### config.mk
export PLATFORM = sky130hd
export DESIGN_NAME = cycle_sched
export DESIGN_NICKNAME = d
export VERILOG_FILES = /design/src/rtl/cycle_sched_pkg.sv /design/src/rtl/rr_arbiter.sv /design/src/rtl/cycle_sched.sv
export SDC_FILE = /design/constraint.sdc
export NUM_CORES = 1
export LEC_CHECK = 0
export CORE_MARGIN = 1.5
export CORE_UTILIZATION = 40
export CTS_CLUSTER_SIZE = 30
export DETAILED_ROUTE_END_ITERATION = 7
export PLACE_DENSITY = 0.72
export SYNTH_ARGS = -nofsm -noshare
export SYNTH_HDL_FRONTEND = slang
export SYNTH_SLANG_ARGS = --single-unit
### constraint.sdc
create_clock -name clk -period 1.7 [get_ports clk]
set_input_delay 0.17 -clock clk [delete_from_list [all_inputs] [get_ports clk]]
set_output_delay 0.17 -clock clk [all_outputs]
set_load 0.01 [all_outputs]
### src/rtl/cycle_sched_pkg.sv
// Shared types and default constants for the single-resource cycle scheduler.
package cycle_sched_pkg;

  typedef enum logic [1:0] {
    IDLE = 2'd0,
    RUN  = 2'd1,
    ERR  = 2'd2
  } sched_state_e;

  localparam int unsigned SCHED_QUOTA_DEF = 3;
  localparam int unsigned SCHED_WDOG_DEF  = 15;

endpackage

### src/rtl/rr_arbiter.sv
// Combinational round-robin pick: lowest requester index at or after ptr, wrapping.
module rr_arbiter #(
  parameter int unsigned N_TASKS = 2,
  localparam int unsigned IDX_W  = $clog2(N_TASKS)
) (
  input  logic [N_TASKS-1:0] req,
  input  logic [IDX_W-1:0]   ptr,
  output logic [N_TASKS-1:0] pick,
  output logic [IDX_W-1:0]   idx
);

  logic [IDX_W-1:0] cand;

  // Walk offsets from farthest to nearest so the nearest requester wins.
  always_comb begin
    pick = '0;
    idx  = '0;
    cand = '0;
    for (int off = int'(N_TASKS) - 1; off >= 0; off--) begin
      cand = IDX_W'((32'(ptr) + 32'(off)) % N_TASKS);
      if (req[cand]) begin
        pick = N_TASKS'(1) << cand;
        idx  = cand;
      end
    end
  end

endmodule

### src/rtl/cycle_sched.sv
// Round-robin task dispatcher with per-cycle completion quota and _rt_* event pulses.
// Optional watchdog on task occupancy: define CYCLE_SCHED_WATCHDOG_EN.
module cycle_sched
  import cycle_sched_pkg::*;
#(
  parameter int unsigned N_TASKS  = 2,
  parameter int unsigned QUOTA    = SCHED_QUOTA_DEF,
  parameter int unsigned CNT_W    = 4,
  parameter int unsigned WDOG_MAX = SCHED_WDOG_DEF
) (
  input  logic               clk,
  input  logic               rst_n,
  input  logic [N_TASKS-1:0] req,
  input  logic [N_TASKS-1:0] long_req,
  input  logic               end_task,
  input  logic               end_of_cycle,
  output logic [N_TASKS-1:0] grant,
  output logic               busy,
  output logic [CNT_W-1:0]   done_count,
  output logic               _rt_sched_short,
  output logic               _rt_sched_long,
  output logic               _rt_end_task,
  output logic               _rt_end_of_cycle,
  output logic               error
);

  localparam int unsigned IDX_W = $clog2(N_TASKS);

  if (N_TASKS < 2 || CNT_W < $clog2(QUOTA + 1) || WDOG_MAX < 1) begin : g_bad_param
    $error("cycle_sched: invalid parameter set");
  end

  sched_state_e       state, state_n;
  logic [IDX_W-1:0]   ptr, ptr_n, cur_idx, cur_idx_n;
  logic [N_TASKS-1:0] grant_n, arb_pick;
  logic [IDX_W-1:0]   arb_idx;
  logic [CNT_W-1:0]   done_n;
  logic               busy_n, error_n;
  logic               ss_n, sl_n, et_n, eoc_n;
  logic               quota_met;

`ifdef CYCLE_SCHED_WATCHDOG_EN
  localparam int unsigned WDOG_W = $clog2(WDOG_MAX + 1);
  logic [WDOG_W-1:0] wdog, wdog_n;
`else
  // Watchdog not built: no occupancy counter exists.
`endif

  rr_arbiter #(.N_TASKS(N_TASKS)) u_arb (
    .req  (req),
    .ptr  (ptr),
    .pick (arb_pick),
    .idx  (arb_idx)
  );

  assign quota_met = (done_count >= CNT_W'(QUOTA));

  always_ff @(posedge clk or negedge rst_n) begin
    if (!rst_n) begin
      state            <= IDLE;
      ptr              <= '0;
      cur_idx          <= '0;
      grant            <= '0;
      busy             <= 1'b0;
      done_count       <= '0;
      _rt_sched_short  <= 1'b0;
      _rt_sched_long   <= 1'b0;
      _rt_end_task     <= 1'b0;
      _rt_end_of_cycle <= 1'b0;
      error            <= 1'b0;
`ifdef CYCLE_SCHED_WATCHDOG_EN
      wdog             <= '0;
`endif
    end else begin
      state            <= state_n;
      ptr              <= ptr_n;
      cur_idx          <= cur_idx_n;
      grant            <= grant_n;
      busy             <= busy_n;
      done_count       <= done_n;
      _rt_sched_short  <= ss_n;
      _rt_sched_long   <= sl_n;
      _rt_end_task     <= et_n;
      _rt_end_of_cycle <= eoc_n;
      error            <= error_n;
`ifdef CYCLE_SCHED_WATCHDOG_EN
      wdog             <= wdog_n;
`endif
    end
  end

  always_comb begin
    state_n   = state;
    ptr_n     = ptr;
    cur_idx_n = cur_idx;
    grant_n   = grant;
    busy_n    = busy;
    done_n    = done_count;
    error_n   = error;
    ss_n      = 1'b0;
    sl_n      = 1'b0;
    et_n      = 1'b0;
    eoc_n     = 1'b0;
`ifdef CYCLE_SCHED_WATCHDOG_EN
    wdog_n    = wdog;
`endif

    unique case (state)
      IDLE: begin
        if (end_of_cycle) begin
          eoc_n = 1'b1;
          if (quota_met) done_n = '0;
          else           state_n = ERR;
        end else if (end_task) begin
          state_n = ERR;
        end else if (|req) begin
          grant_n   = arb_pick;
          cur_idx_n = arb_idx;
          busy_n    = 1'b1;
          sl_n      = long_req[arb_idx];
          ss_n      = !long_req[arb_idx];
          state_n   = RUN;
`ifdef CYCLE_SCHED_WATCHDOG_EN
          wdog_n    = '0;
`endif
        end
      end
      RUN: begin
        // A boundary strobe wins; a coincident end_task is dropped.
        if (end_of_cycle) begin
          eoc_n = 1'b1;
          if (quota_met) done_n = '0;
          else           state_n = ERR;
        end else if (end_task) begin
          et_n    = 1'b1;
          grant_n = '0;
          busy_n  = 1'b0;
          done_n  = quota_met ? done_count : done_count + CNT_W'(1);
          ptr_n   = (cur_idx == IDX_W'(N_TASKS - 1)) ? '0 : cur_idx + IDX_W'(1);
          state_n = IDLE;
        end
      end
      default: state_n = ERR;
    endcase

`ifdef CYCLE_SCHED_WATCHDOG_EN
    // Only a task still running after this edge ages; end_task leaves RUN and so wins.
    if (state == RUN && state_n == RUN) begin
      if (wdog == WDOG_W'(WDOG_MAX - 1)) state_n = ERR;
      else                               wdog_n  = wdog + WDOG_W'(1);
    end
`endif

    if (state_n == ERR) begin
      grant_n = '0;
      busy_n  = 1'b0;
      error_n = 1'b1;
    end
  end

endmodule

### Word-level counts from Yosys, hierarchy flattened

Index checks and enable logic that the tools add are counted.

| operators by class | value |
|---|---|
| $add $sub $neg | 3 |
| order comparisons | 4 |
| equal/unequal tests | 10 |
| shift operators | 2 |
| mux-type cells | 51 |
| bitwise gates (word level) | 2 |
| reductions and logical operators | 10 |

Operators with widths:

| kind | number |
|---|---|
| 1-bit two-way mux | 28 |
| 2-bit two-way mux | 14 |
| 3-bit != test (second input constant) | 7 |
| 4-bit two-way mux | 5 |
| 2-bit one-hot mux with 2 select lines | 2 |
| 4-bit one-hot mux with 2 select lines | 1 |
| 4-bit AND reduction | 2 |
| 1-bit by 2-bit < comparator with 1-bit output (second input constant) | 3 |
| 6-bit AND reduction | 1 |
| 4-bit by 1-bit adder with 4-bit output (second input constant) | 1 |
| 4-bit by 2-bit >= comparator with 1-bit output (second input constant) | 1 |
| 2-bit OR reduction | 2 |
| 1-bit by 1-bit << shifter with 2-bit output (first input constant) | 2 |
| 3-bit AND reduction | 1 |
| 3-bit nonzero test | 1 |
| 1-bit adder (second input constant) | 2 |
| 2-bit by 1-bit == test with 1-bit output (second input constant) | 1 |
| 2-bit == test (second input constant) | 1 |
| 2-bit zero test | 1 |
| 2-bit != test (second input constant) | 1 |
| 1-bit inverter | 2 |
| 1-bit one-hot mux with 2 select lines | 1 |
| 2-bit nonzero test | 1 |
| 1-bit zero test | 1 |

| storage, ports and cells | value |
|---|---|
| bits in registers | 16 |
| input bits | 8 |
| output and inout port bits | 12 |
| word-level logic and storage cells | 93 |

### Logic depth before layout (Yosys ltp)

Gate-level depths: netlist (run 1).

| logic depth | value |
|---|---|
| word-level depth | 12 |
| gate-level depth with buffers | 4 |

### Hierarchy

Synthesis (run 1) repeated with hierarchy kept, for this count alone.

| second synthesis, totals | value |
|---|---|
| cell total of the unflattened synthesis | 55 |
| area, all modules | 685.7 um2 |

Modules (own cells, without submodules):

| module | instances | cells each | area an instance (um2) | sequential area each (um2) |
|---|---|---|---|---|
| cycle_sched | 1 | 51 | 659.4 | 400.4 |
| rr_arbiter | 1 | 4 | 26.3 | 0.0 |

### Worst setup path before layout (run 1)

No wires, ideal clock.

| timing | value |
|---|---|
| path kind | reg-to-reg |
| from | register state[0] |
| to | register grant[0] |
| setup time | 0.120 ns |
| arrival | 1.315 ns |
| setup slack | 0.265 ns |
| cell stages (with the launch flop) | 4 |
| path buffers | 0 |
| cells stage by stage | dfrtp_1 -> or4_4 -> a21o_4 -> a31o_1 |

| between the ends | value |
|---|---|
| word-level cells in the longest chain between the ends | 7 |

RTL lines:

| what | line | text |
|---|---|---|
| start, declared | cycle_sched.sv:33 | `sched_state_e state, state_n;` |
| start signal, assigned | cycle_sched.sv:75 | `state <= state_n;` |
| 2-bit two-way mux | cycle_sched.sv:116 | `end else if (\|req) begin` |
| 2-bit two-way mux | cycle_sched.sv:114 | `end else if (end_task) begin` |
| 2-bit two-way mux | cycle_sched.sv:110 | `if (end_of_cycle) begin` |
| 2-bit one-hot mux with 2 select lines | cycle_sched.sv:108 | `unique case (state)` |
| 2-bit == test | cycle_sched.sv:154 | `if (state_n == ERR) begin` |
| 3-bit != test (no line) or 3-bit nonzero test (tied branches) | - |  |
| 6-bit AND reduction (no line) | - |  |
| end signal, assigned | cycle_sched.sv:78 | `grant <= grant_n;` |
| end, declared | cycle_sched.sv:17 | `output logic [N_TASKS-1:0] grant,` |

Several ways; a longest one is shown, not always the timed one.
A chain may end at the register's enable or synchronous reset.

### Final worst setup path (run 1)

| timing | value |
|---|---|
| from | register done_count[0] |
| to | register grant[0] |

| between the ends | value |
|---|---|
| word-level cells in the longest chain between the ends | 7 |

RTL lines:

| what | line | text |
|---|---|---|
| start, declared | cycle_sched.sv:19 | `output logic [CNT_W-1:0] done_count,` |
| start signal, assigned | cycle_sched.sv:80 | `done_count <= done_n;` |
| 4-bit by 2-bit >= comparator with 1-bit output (*) | cycle_sched.sv:56 | `assign quota_met = (done_count >= CNT_W'(QUOTA));` |
| 2-bit two-way mux (*) | cycle_sched.sv:112, cycle_sched.sv:132 |  |
| 2-bit two-way mux (on tied branches) | cycle_sched.sv:130, cycle_sched.sv:110 |  |
| 2-bit one-hot mux with 2 select lines (*) | cycle_sched.sv:108 |  |
| 2-bit == test (*) | cycle_sched.sv:154 |  |
| 3-bit != test (no line) or 3-bit nonzero test (tied branches) | - |  |
| 6-bit AND reduction (no line) | - |  |

Mark *: on every way between the ends. The rest lies on a longest branch, timed or not.

==> metrics.md, run 1 <==
| Metric | Value |
|---|---|
| Antenna-violating nets left | 0 |
| Root Buffer | clkbuf_4 |
| Worst r2r dst | grant[0] |
| Post-DP HPWL | 957 um |
| Die ar. | 0.00196 mm2 |
| Slew @ Worst Pin | 452 ps |
| Die Y | 44.3 um |
| Layout cells sized above 1 | 0.146 |
| CP endpoint kind | flip-flop |
| Worst-path cell chain | ha_1 -> nor4b_2 -> nor3_1 -> a31o_1 |
| Post-synth top area cell | dfrtp_1 |
| Die Wd | 44.3 um |
| Clk slew on worst S/H paths | 100 ps |
| Leakage | 0.000458 uW |
| Outcome | complete, no violations |
| Commonest non-fill, non-tap cell in the layout | clkdlybuf4s50_1 |
| Antenna fix cells | 0 |
| # rows | 14 |
| Synth top area cells | dfrtp_1, a21bo_1, and2_1 |
| Reg-to-reg startpoint | done_count[0] |
| Clk_lat worst skew | 280 ps |
| Synth Register Bits | 16 |
| Post-CTS sizing | 0 |
| Vias in the first global route | 497 |
| Worst endpoint required time | 1880 ps |
| Critical path buffer and inverter count | 0 |
| Clock Sinks | 16 |
| Slowest cell on crit path | dfrtp_1 |
| CTS Buffer Depth | 2 |
| Crit Path Category | reg -> reg |
| H-tree depth | 1 |
| Post-Syn Area | 681 um2 |
| Placed cells | 94 |
| WP data arrival | 1730 ps |
| CTS tree | done |
| R2R setup slack | 140 ps |
| Iter 0 DRT Violations | 3 |
| Min cycle time layout | 1560 ps |
| Post-route DRC | 0 |
| Tightest Hold Check Type | in -> async |
| Reg2reg path depth | 4 |
| Synthesized area per cell | 12.4 um2 |
| First-pass GRT wire length | 2.15 mm |
| Post-CTS setup buffer count | 0 |
| CP top delay family | simple AND/OR/NAND/NOR gates |
| Finished Layout Cells | 98 |
| Pwr dens | 709 mW/mm2 |
| Worst Path Max Fanout | 4 |
| Relative slew slack | 0.696 |
| Post-route setup TNS | 0 ps |
| Drt pass-1 iters | 4 |
| Fmax | 641 MHz |
| Layout area overhead | 40.6% |
| Hold-fix buffers, CTS | 0 |
| Sequential fraction of the synthesis area | 0.588 |
| CTS buffer count | 3 |
| RSZ-0062 raised after global routing | no |
| Core Box Area | 0.00154 mm2 |
| Nets | 92 |
| Initial Util | 0.442 |
| Nature of the critical path startpoint | flip-flop |
| Remaining global-route overflow | 0 |
| Setup violations, final | 0 |
| Synth Net Count | 64 |
| Critical path's largest stage delay | 420 ps |
| Cell count after synthesis | 55 |
| Cell variety after synth | 25 |
| Max VDD drop | 0.624 mV |
| Via-to-Cell Ratio | 5.07 |
| Final period util | 0.917 |
| Most frequent cells in the layout | clkdlybuf4s50_1, dfrtp_1, inv_1, buf_4 |
| Max Cap Viol | 0 |
| Ys Warns | 0 |
| Worst Skew | 4.18 ps |
| I/O Pins | 20 |
| Pins Over Slew Limit | 0 |
| Routed wire length per instance | 13.0 um |
| PortBufs | 19 |
| GRT Total Usage | 0.154 |
| Total Wirelength | 1.27 mm |
| Worst setup startpoint | done_count[0] |
| Synth top area share | 0.588 |
| Worst hold slack | 190 ps |
| Routability Congestion | 0.817 |
| Antenna violations before repair | 0 |
| Final Hold Fails | 0 |
| Via count | 497 |
| Largest net degree at the start of global routing | 17 |
## cells in the mapped netlist
master and count:
or4_4 1, o21ai_0 3, a21o_4 1, inv_1 4, or2_1 1, and2_1 3
a211oi_1 1, nor4b_2 1, a211o_1 2, o21a_1 1, a21oi_1 2, nor3_1 3
o211ai_1 1, and4bb_2 1, ha_1 1, nor2b_1 2, a311oi_1 1, nand3_1 1
a21o_1 1, nand2b_1 1, a31o_1 2, dfrtp_1 16, and3b_1 1, nor2_1 2
a21bo_1 2
## stage by stage
stage               cell area (um2)   util  total power (uW)  setup WS [ps]
global placement                921  0.597               436          0.252
floorplan                       681      -               402            265
detailed placement              921  0.597               437          -34.1
CTS                             957  0.621               687            140
global route                    957  0.621               704           5.48
finish                          957  0.621               679            141
## logic make-up after synthesis
logic type      count (synthesis)  share of synthesized area
compound gates                 17                      0.197
fa+ha+maj                       1                     0.0184
buf+inv                         4                     0.0221
flops                          16                      0.588
simple gates                   17                      0.175
## routing by layer
layer  global-route usage  vias up  share of wire
met2                0.221        7           0.44
li1                     -      252              -
met5                    0        -              0
met3               0.0245        2          0.029
met4               0.0909        0          0.014
met1                0.220      236           0.51
## power breakdown
| part | switching [uW] | internal (uW) |
|---|---|---|
| registers | 1.22 | 382 |
| logic | 20.6 | 24.9 |
| clock network | 120 | 130 |
| total | 142 | 537 |
## worst max-delay path by stage
stage                    end  slack [ps]  cells past startpoint
floorplan           grant[0]         270                      3
global placement    grant[1]         0.3                      4
detailed placement  grant[1]         -30                      4
CTS                 grant[1]         140                      4
global route        grant[1]           5                      4
finish              grant[0]         140                      4
## registers in the layout (all words and copies together) (netlist names)
signal and cells:
busy 1, state 2, grant 2, error 1, done_count 4, _rt_end_of_cycle 1, cur_idx 1, ptr 1
_rt_sched_short 1, _rt_end_task 1, _rt_sched_long 1
## final cells by class
| cell class | instances | area (um2) |
|---|---|---|
| clock buffers | 4 | 36.3 |
| fillers | 132 | 584 |
| inverters | 4 | 15.0 |
| multi-input cells | 35 | 265 |
| flip-flops and latches | 16 | 400 |
| well taps | 16 | 20.0 |
| repair buffers | 23 | 220 |
Power figures use the tool's default switching activity.
==> run 2, diff against run 1 <==
--- a/config.mk
+++ b/config.mk
@@ -8,7 +8,7 @@
 export CORE_MARGIN = 1.5
 export CORE_UTILIZATION = 40
-export CTS_CLUSTER_SIZE = 30
 export DETAILED_ROUTE_END_ITERATION = 7
 export PLACE_DENSITY = 0.72
+export SKIP_LAST_GASP = 1
 export SYNTH_ARGS = -nofsm -noshare
 export SYNTH_HDL_FRONTEND = slang
==> constraint.sdc (replaced) <==
create_clock -name clk -period 1.7 [get_ports clk]
set_input_delay 0.255 -clock clk [delete_from_list [all_inputs] [get_ports clk]]
set_output_delay 0.255 -clock clk [all_outputs]
set_load 0.01 [all_outputs]
==> run 2 against run 1 <==
- worst hold slack improved by 83 ps
- cell count stayed put
- global-route usage fell by 0.28 points
- fmax up 0.30%
- sequential share of layout area unchanged
- total power shrank 0.41%
- count of clock-buffer cells in the layout is the same
- utilization unchanged
- clock power about the same
- die area unchanged
==> metrics.md, run 2 (same netlist as run 1, synthesis figures left out) <==
| Metric | Value |
|---|---|
| Pins Over Slew Limit | 0 |
| Root Buffer | clkbuf_4 |
| Biggest register | done_count |
| Die ar. | 0.00196 mm2 |
| First-pass GRT wire length | 2.06 mm |
| Worst Path Max Fanout | 4 |
| Post-DP HPWL | 979 um |
| Clock Sinks | 16 |
| Largest register FFs | 4 |
| Outcome | complete, no violations |
| Design Area, Final | 957 um2 |
| # rows | 14 |
| Drt pass-1 iters | 4 |
| Worst Skew | 9.16 ps |
| I/O Pins | 20 |
| Layout cells sized above 1 | 0.146 |
| Remaining global-route overflow | 0 |
| Most frequent cells in the layout | clkdlybuf4s50_1, dfrtp_1, inv_1, buf_4 |
| Via count | 504 |
| Dpl ws | -100 ps |
| Tightest Hold Check Type | in -> async |
| Final period util | 0.914 |
| CTS buffer count | 3 |
| Relative slew slack | 0.704 |
| WP data arrival | 1730 ps |
| Nets | 92 |
| Hold-fix buffers, CTS | 0 |
| Routed wire length per instance | 13.1 um |
| Fmax | 643 MHz |
| Total Wirelength | 1.28 mm |
| Antenna fix cells | 0 |
| Final Hold Fails | 0 |
| Nature of the critical path startpoint | flip-flop |
| Crit Path Category | reg -> reg |
| Min cycle time layout | 1550 ps |
| Layout area overhead | 40.6% |
| Antenna-violating nets left | 0 |
| H-tree depth | 1 |
| Via-to-Cell Ratio | 5.14 |
| Setup violations, final | 0 |
| Iter 0 DRT Violations | 5 |
| Antenna violations before repair | 0 |
| Pwr dens | 706 mW/mm2 |
| GRT Total Usage | 0.151 |
| CTS tree | done |
| Max Cap Viol | 0 |
| Clk slew on worst S/H paths | 100 ps |
| Clk_lat worst skew | 280 ps |
| Post-route DRC | 0 |
| Initial Util | 0.442 |
| Post-route setup TNS | 0 ps |
| Worst setup margin | 146 ps |
| PortBufs | 19 |
| CTS Buffer Depth | 2 |
| Die Y | 44.3 um |
| Leakage | 0.000458 uW |
| CP endpoint kind | flip-flop |
| Post-CTS sizing | 0 |
| Vias in the first global route | 475 |
| Regs by FF count | done_count: 4 flops, grant: 2 flops, state: 2 flops |
| Reg-to-reg startpoint | done_count[0] |
| Worst setup startpoint | done_count[0] |
| Post-DP Area | 921 um2 |
| Worst endpoint required time | 1870 ps |
| Max VDD drop | 0.530 mV |
| Core Box Area | 0.00154 mm2 |
| Slew @ Worst Pin | 440 ps |
| Commonest non-fill, non-tap cell in the layout | clkdlybuf4s50_1 |
| Routability Congestion | 0.802 |
| RSZ-0062 raised after global routing | no |
| Post-CTS setup buffer count | 0 |
| Die Wd | 44.3 um |
| Largest net degree at the start of global routing | 17 |
run 2: worst max-delay path, stage by stage (launching register included):
cell     delay [ps]
dfrtp_1         420
ha_1            230
nor4b_2         390
nor3_1          160
a31o_1          240
run 2: worst paths after layout:
| kind | endpoint | slack (ps) | cells past startpoint |
|---|---|---|---|
| max in group asynchronous | ptr | 1240 | 2 |
| worst max-delay path | grant[1] | 150 | 4 |
| worst min register to register | ptr | 460 | 1 |
| min in group clk | ptr | 460 | 1 |
| worst max register to register | grant[1] | 150 | 4 |
| worst min-delay path | state[1] | 270 | 2 |
run 2: per-stage QoR:
step | std cells | hold slack [ps] | util | power [uW]
2_1_floorplan | 55 | -40.6 | - | 402
3_3_place_gp | 94 | 436 | 0.597 | 436
3_5_place_dp | 94 | 441 | 0.597 | 437
4_1_cts | 98 | 282 | 0.621 | 688
5_1_grt | 98 | 301 | 0.621 | 702
6_report | 98 | 274 | 0.621 | 676
run 2: cell type report:
cell class,count,area [um2]
fillers,136,584
flip-flops and latches,16,400
multi-input cells,35,265
repair buffers,23,220
clock buffers,4,36.3
well taps,16,20.0
inverters,4,15.0
run 2: report_power, final:
part	switching, uW	internal, uW
registers	1.27	382
clock network	117	130
logic	20.5	24.9
total	139	537
run 2: metal layers:
metal	GRT usage	part of all wire	up-vias
met1	0.197	0.49	235
met4	0.109	0.026	0
met2	0.226	0.46	9
li1	-	-	256
met3	0.0245	0.028	4
met5	0	0	-
==> run 3, diff against run 2 <==
==> constraint.sdc (replaced) <==
create_clock -name clk -period 1.7 [get_ports clk]
set_input_delay 0.255 -clock clk [delete_from_list [all_inputs] [get_ports clk]]
set_output_delay 0.255 -clock clk [all_outputs]
set_load 0.02 [all_outputs]
==> results of run 3 <==
Same layout as run 2 (identical final DEF). Status: complete, no violations.
Main changes from that run: setup slack after layout 146 ps -> 118 ps; start point of the critical path done_count[0] -> done_count[3]; end point of the critical path grant[1] -> done_count[3]
